$ cat config.mk
export PLATFORM = sky130hd
export DESIGN_NAME = iomem_dbg_master
export DESIGN_NICKNAME = d
export VERILOG_FILES = /design/src/rtl/iomem_dbg_pkg.sv /design/src/rtl/dbg_tx_shifter.sv /design/src/rtl/iomem_dbg_master.sv
export SDC_FILE = /design/constraint.sdc
export NUM_CORES = 1
export LEC_CHECK = 0
export BUFFER_PORTS_ARGS = -buffer_cell sky130_fd_sc_hd__clkbuf_2
export CORE_MARGIN = 4
export CORE_UTILIZATION = 40
export CTS_CLUSTER_SIZE = 10
export DETAILED_ROUTE_END_ITERATION = 10
export GPL_ROUTABILITY_DRIVEN = 0
export HOLD_SLACK_MARGIN = 0.12
export MAX_ROUTING_LAYER = met4
export PLACE_DENSITY = 0.61
export SETUP_SLACK_MARGIN = 0.1
export SKIP_LAST_GASP = 1
export SLEW_MARGIN = 5
export SYNTH_ARGS = -nofsm -noshare
export SYNTH_HDL_FRONTEND = slang
export SYNTH_SLANG_ARGS = --single-unit
$ cat constraint.sdc
create_clock -name clk -period 3.7 [get_ports clk]
set_input_delay 0.37 -clock clk [delete_from_list [all_inputs] [get_ports clk]]
set_output_delay 0.37 -clock clk [all_outputs]
set_load 0.03 [all_outputs]
$ cat src/rtl/iomem_dbg_pkg.sv
// iomem_dbg_pkg: shared constants and types for the iomem debug master.
//   CMD_READ / CMD_WRITE   : command opcodes received on the byte stream
//   RSP_OK / RSP_TIMEOUT   : response status bytes
//   dbg_state_t            : master FSM state encoding
package iomem_dbg_pkg;

    localparam logic [7:0] CMD_READ    = 8'h52;   // 'R'
    localparam logic [7:0] CMD_WRITE   = 8'h57;   // 'W'
    localparam logic [7:0] RSP_OK      = 8'h4B;   // 'K'
    localparam logic [7:0] RSP_TIMEOUT = 8'h54;   // 'T'

    typedef enum logic [2:0] {
        IDLE = 3'd0,
        ADDR = 3'd1,
        DATA = 3'd2,
        BUS  = 3'd3,
        TX   = 3'd4
    } dbg_state_t;

endpackage

$ cat src/rtl/dbg_tx_shifter.sv
// dbg_tx_shifter: load-and-shift response register, 1..5 bytes, LSB byte first.
// Ports:
//   clk, resetn            : clock, synchronous active-low reset
//   load                   : load load_data/load_len (only issued while idle)
//   load_len [2:0]         : number of bytes to send (1..5)
//   load_data [39:0]       : byte 0 in [7:0], byte 1 in [15:8], ...
//   tx_ready               : downstream accepts tx_data when tx_valid is high
//   tx_valid, tx_data [7:0]: current response byte, held until accepted
//   last                   : the byte on tx_data is the final one
module dbg_tx_shifter
    import iomem_dbg_pkg::*;
(
    input  logic        clk,
    input  logic        resetn,
    input  logic        load,
    input  logic [2:0]  load_len,
    input  logic [39:0] load_data,
    input  logic        tx_ready,
    output logic        tx_valid,
    output logic [7:0]  tx_data,
    output logic        last
);

    logic [39:0] shreg;
    logic [2:0]  left;

    // Load a response, then drop one byte per accepted handshake.
    always_ff @(posedge clk) begin
        if (!resetn) begin
            shreg    <= 40'd0;
            left     <= 3'd0;
            tx_valid <= 1'b0;
        end else if (load) begin
            shreg    <= load_data;
            left     <= load_len;
            tx_valid <= (load_len != 3'd0);
        end else if (tx_valid && tx_ready) begin
            // Shifting zeros in leaves tx_data at 0 once the response is done.
            shreg    <= {8'h00, shreg[39:8]};
            left     <= left - 3'd1;
            tx_valid <= (left != 3'd1);
        end else begin
            shreg    <= shreg;
            left     <= left;
            tx_valid <= tx_valid;
        end
    end

    assign tx_data = shreg[7:0];
    assign last    = (left == 3'd1);

endmodule

$ cat src/rtl/iomem_dbg_master.sv
// iomem_dbg_master: byte-stream debug initiator for the iomem peripheral bus.
// Receives 'R' + addr[4] or 'W' + addr[4] + data[4] (little-endian), runs one
// iomem transaction and answers 'K' (+ rdata[4] for reads) on the tx stream.
// Optional macro IOMEM_DBG_TIMEOUT_EN: abort a bus cycle after TIMEOUT_CYCLES
// cycles without iomem_ready and answer 'T'.
// Ports:
//   clk, resetn                   : clock, synchronous active-low reset
//   rx_valid, rx_data [7:0]       : received byte strobe and value
//   tx_valid, tx_ready, tx_data   : response byte handshake
//   iomem_valid/ready/wstrb/addr/wdata/rdata : bus initiator interface
//   busy                          : FSM is not in IDLE
//   rx_drop                       : rx byte discarded (received during BUS/TX)
module iomem_dbg_master
    import iomem_dbg_pkg::*;
#(
    parameter int TIMEOUT_CYCLES = 1024,
    parameter int TO_BITS        = 11
) (
    input  logic        clk,
    input  logic        resetn,
    input  logic        rx_valid,
    input  logic [7:0]  rx_data,
    output logic        tx_valid,
    input  logic        tx_ready,
    output logic [7:0]  tx_data,
    output logic        iomem_valid,
    input  logic        iomem_ready,
    output logic [3:0]  iomem_wstrb,
    output logic [31:0] iomem_addr,
    output logic [31:0] iomem_wdata,
    input  logic [31:0] iomem_rdata,
    output logic        busy,
    output logic        rx_drop
);

    dbg_state_t  state;
    logic        is_write;
    logic [1:0]  cnt;
    logic        tx_load;
    logic [2:0]  tx_len;
    logic [39:0] tx_bytes;
    logic        tx_last;
    logic        to_expire;

`ifdef IOMEM_DBG_TIMEOUT_EN
    logic [TO_BITS-1:0] to_cnt;

    // Bus-wait counter: zero outside BUS, counts BUS cycles without ready.
    always_ff @(posedge clk) begin
        if (!resetn) begin
            to_cnt <= '0;
        end else if (state != BUS) begin
            to_cnt <= '0;
        end else if (!iomem_ready && !to_expire) begin
            to_cnt <= to_cnt + TO_BITS'(1);
        end else begin
            to_cnt <= to_cnt;
        end
    end

    assign to_expire = (state == BUS) && (to_cnt == TO_BITS'(TIMEOUT_CYCLES - 1));
`else
    logic [31:0] unused_cfg;
    assign unused_cfg = 32'(TIMEOUT_CYCLES) ^ 32'(TO_BITS);
    assign to_expire  = 1'b0;
`endif

    // Select the response to load into the tx shifter when BUS finishes.
    always_comb begin
        tx_load  = 1'b0;
        tx_len   = 3'd0;
        tx_bytes = 40'd0;
        if (state == BUS && iomem_ready) begin
            tx_load = 1'b1;
            if (is_write) begin
                tx_len   = 3'd1;
                tx_bytes = {32'd0, RSP_OK};
            end else begin
                tx_len   = 3'd5;
                tx_bytes = {iomem_rdata, RSP_OK};
            end
        end else if (to_expire) begin
            // Ready in the same cycle takes the branch above instead.
            tx_load  = 1'b1;
            tx_len   = 3'd1;
            tx_bytes = {32'd0, RSP_TIMEOUT};
        end else begin
            tx_load = 1'b0;
        end
    end

    // Command decode, field collection and bus handshake.
    always_ff @(posedge clk) begin
        if (!resetn) begin
            state       <= IDLE;
            is_write    <= 1'b0;
            cnt         <= 2'd0;
            iomem_valid <= 1'b0;
            iomem_wstrb <= 4'h0;
            iomem_addr  <= 32'd0;
            iomem_wdata <= 32'd0;
        end else begin
            case (state)
                IDLE: begin
                    if (rx_valid && (rx_data == CMD_READ || rx_data == CMD_WRITE)) begin
                        is_write <= (rx_data == CMD_WRITE);
                        cnt      <= 2'd0;
                        state    <= ADDR;
                    end else begin
                        state <= IDLE;
                    end
                end
                ADDR: begin
                    if (rx_valid) begin
                        // Little-endian: each new byte enters at the top.
                        iomem_addr <= {rx_data, iomem_addr[31:8]};
                        cnt        <= cnt + 2'd1;
                        if (cnt == 2'd3) begin
                            if (is_write) begin
                                state <= DATA;
                            end else begin
                                state       <= BUS;
                                iomem_valid <= 1'b1;
                                iomem_wstrb <= 4'h0;
                            end
                        end else begin
                            state <= ADDR;
                        end
                    end else begin
                        state <= ADDR;
                    end
                end
                DATA: begin
                    if (rx_valid) begin
                        iomem_wdata <= {rx_data, iomem_wdata[31:8]};
                        cnt         <= cnt + 2'd1;
                        if (cnt == 2'd3) begin
                            state       <= BUS;
                            iomem_valid <= 1'b1;
                            iomem_wstrb <= 4'hF;
                        end else begin
                            state <= DATA;
                        end
                    end else begin
                        state <= DATA;
                    end
                end
                BUS: begin
                    if (iomem_ready || to_expire) begin
                        iomem_valid <= 1'b0;
                        iomem_wstrb <= 4'h0;
                        state       <= TX;
                    end else begin
                        state <= BUS;
                    end
                end
                TX: begin
                    if (tx_valid && tx_ready && tx_last) begin
                        state <= IDLE;
                    end else begin
                        state <= TX;
                    end
                end
                default: begin
                    state       <= IDLE;
                    iomem_valid <= 1'b0;
                    iomem_wstrb <= 4'h0;
                end
            endcase
        end
    end

    assign busy    = (state != IDLE);
    assign rx_drop = rx_valid && (state == BUS || state == TX);

    dbg_tx_shifter u_tx (
        .clk       (clk),
        .resetn    (resetn),
        .load      (tx_load),
        .load_len  (tx_len),
        .load_data (tx_bytes),
        .tx_ready  (tx_ready),
        .tx_valid  (tx_valid),
        .tx_data   (tx_data),
        .last      (tx_last)
    );

endmodule

==> impl_metrics.tcl <==
set metrics [dict create \
    cts_buffers 17 \
    run_status "finished, final reports clean" \
    antennaDiodeCount 0 \
    final_util_pct 51.3 \
    setup_viol 0 \
    power-per-cell-area_nw_per_um2 492 \
    clock_sinks 116 \
    rsz0062_at_grt "no" \
    clkPwrFrac_pct 55.2 \
    postSynthAreaPerCell_sq_um 8.17 \
    area_growth_pct 23.3 \
    synth_nets 642 \
    drtAntennaViolNets 0 \
    overflow 0 \
    drv_slew 0 \
    worstSetupPathType "flip-flop to flip-flop" \
    relSlewSlack_pct 23.9 \
    post-route-drc-count 0 \
    grt_pass1_vias 4112 \
    drt_pass1_iterations 5 \
    dpl.hpwl_um 7910 \
    skew_ns 0.00972 \
    grt_start_max_net_pins 76 \
    coreArea_sq_um 11700 \
    cp.arrival_ns 2.62 \
    vias 4258 \
    fin_ws_ns 1.36 \
    end_kind "flip-flop" \
    p_sw_mw 0.584 \
    die_area_sq_um 14000 \
    hold_path_class "input port to flip-flop" \
    tns_ns 0 \
    nets 731 \
    cts_setup_buffers 0 \
    syn_area_sq_um 4850 \
    syn_inst 594 \
    clkLatencyLatePin_ns 0.41 \
    drv_cap 0 \
    h-tree-depth 4 \
    routedWlPerCell_um 14.2 \
    ctsHoldBuffers 0 \
    viasPerCell 5.08 \
    worst-path-max-fanout 42 \
    grt_antenna_before_repair 0 \
    io_buffers 124 \
    ys_seq_area_share_pct 47.9 \
    start_util_pct 41.6 \
    p_comb_share_pct 2.3 \
    ys_warn_count 0 \
    clk_path_buf_depth 2 \
    row_count 39 \
    clk_pin_slew_worst_paths_ns 0.05 \
    clockRootBuffer "clkbuf_16" \
    regToRegSetupSlack_ns 1.36 \
    cellLeakagePower_nw 2.28 \
    pin_count 125 \
    timing.final.crit_share_pct 63.2 \
    final-hold-violation-count 0 \
    cts_tree "yes" \
    stdcell_area_sq_um 5980 \
    dieHeight_um 118 \
    track_usage_pct 17.9 \
    cp-start-kind "flip-flop" \
    nFillCells 1150 \
    regArea_sq_um 2320 \
    intPower_mw 2.36 \
    tightest_slew_ns 1.14 \
    grt_pass1_wl_um 19900 \
    pre_cts_ws_ns 1.43 \
    fin_crit_ns 2.34 \
    post_dp_cell_area_sq_um 5390 \
    final_layout_size_suffix_gt1_share_pct 23.6 \
    fmax_mhz 427 \
    ys_types 38 \
    wirelength_um 11900 \
    swShare_pct 19.8 \
    ys_ff_latch 116 \
    cp.required_ns 3.98 \
    chipWidth_um 118 \
    power_frac_seq_pct 42.5 \
    drt_iter0_drc 325 \
    irDropWorstVdd_v 0.000303 \
    multi_input_area_sq_um 2210 \
    cts_resized 0 \
]
state kept, by name (all words and copies together), names as in the netlist:
signal and cells:
u_tx.left 3, is_write 1, iomem_wstrb 1, cnt 2, state 3, iomem_addr 32, iomem_valid 1, u_tx.shreg 40
iomem_wdata 32, u_tx.tx_valid 1
cell families after synthesis:
family	Yosys count	share of synthesized area [%]
flip-flops	116	47.9
AO/OA/AOI/OAI	153	21.6
XOR/XNOR	4	0.722
buffers and inverters	65	6.68
AND/OR/NAND/NOR	251	21.9
adder cells (fa/ha/maj)	3	0.774
multiplexers	2	0.464
layer usage:
layer | track usage (%) | vias up | routed length [um] | share of wire (%)
li1 | - | 2169 | - | -
met1 | 22.0 | 1953 | 5530 | 46
met2 | 27.1 | 119 | 5600 | 47
met3 | 6.16 | 17 | 641 | 5.4
met4 | 6.96 | 0 | 161 | 1.3
met5 | - | - | 0 | 0
worst max-delay path, stage by stage, from the launching register on:
cell and delay [ns]:
dfxtp_1 0.62, and3b_1 0.28, nand2_2 0.53, buf_4 0.38, a21oi_1 0.07, a311oi_1 0.33
power groups by stage:
| stage | sequential [mW] | combinational (mW) | clock [mW] |
|---|---|---|---|
| after global placement | 1.28 | 0.0680 | 0 |
| final | 1.25 | 0.0678 | 1.63 |
| after floorplan | 1.28 | 0.0311 | 0 |
| after global routing | 1.25 | 0.0738 | 1.73 |
| after CTS | 1.25 | 0.0689 | 1.66 |
| after detailed placement | 1.28 | 0.0686 | 0 |
cell usage in the layout, fill, tap and decap left out, drive strengths merged, types with 3 or more instances in the layout:
master,instances
a21boi,69
a21oi,43
a311oi,24
a31oi,5
and2,4
buf,4
bufinv,3
clkbuf,144
clkinv,10
dfxtp,116
ha,3
inv,6
nand2,204
nand2b,5
nand3,17
nor2,3
nor2b,3
o21ai,7
or3,4
area by class of cell:
cell class / instances / area share, %
clock buffer: 20 / 7.63
inverter: 7 / 0.439
sequential: 116 / 38.8
clock inverter: 12 / 2.26
tap: 143 / 2.99
timing repair buffer: 128 / 10.9
multi-input combinational: 413 / 37.0
through the flow:
| stage | std cells | hold slack, ns | total power [mW] |
|---|---|---|---|
| 2_1_floorplan | 594 | 0.432 | 1.31 |
| 3_3_place_gp | 807 | 0.439 | 1.35 |
| 3_5_place_dp | 807 | 0.447 | 1.35 |
| 4_1_cts | 839 | 0.197 | 2.98 |
| 5_1_grt | 839 | 0.200 | 3.05 |
| 6_report | 839 | 0.208 | 2.95 |
synthesized netlist by cell type, drive strengths merged:
library cell	instances	area, sq um
nand2	204	766
dfxtp	116	2320
a21boi	69	518
a21oi	43	215
buf	32	200
clkbuf	26	97.6
a311oi	24	210
nand3	17	85.1
o21ai	7	35.0
inv	6	22.5
a31oi	5	31.3
nand2b	5	31.3
and2	4	25.0
or3	4	25.0
ha	3	37.5
nor2	3	11.3
nor2b	3	18.8
mux2	2	22.5
nor3	2	15.0
o211ai	2	15.0
xnor2	2	17.5
xor2	2	17.5
a211oi	1	7.51
a22oi	1	7.51
and3	1	6.26
and3b	1	8.76
clkinv	1	3.75
nand3b	1	7.51
nand4	1	6.26
nand4b	1	8.76
nor3b	1	7.51
nor4b	1	23.8
nor4bb	1	10.0
o21a	1	7.51
or4	1	7.51
path summary, 6_finish.rpt:
check	startpoint	to	depth (start not counted)
worst max-delay path	state[2]$_SDFF_PN0_	u_tx.shreg[27]$_SDFFE_PN0P_	5
worst min-delay path	iomem_rdata[26]	u_tx.shreg[34]$_SDFFE_PN0P_	3
worst max register to register	state[2]$_SDFF_PN0_	u_tx.shreg[27]$_SDFFE_PN0P_	5
worst min register to register	iomem_wdata[3]$_SDFFE_PN0P_	iomem_wdata[3]$_SDFFE_PN0P_	2
No activity file was read; power rests on OpenSTA's default activity.
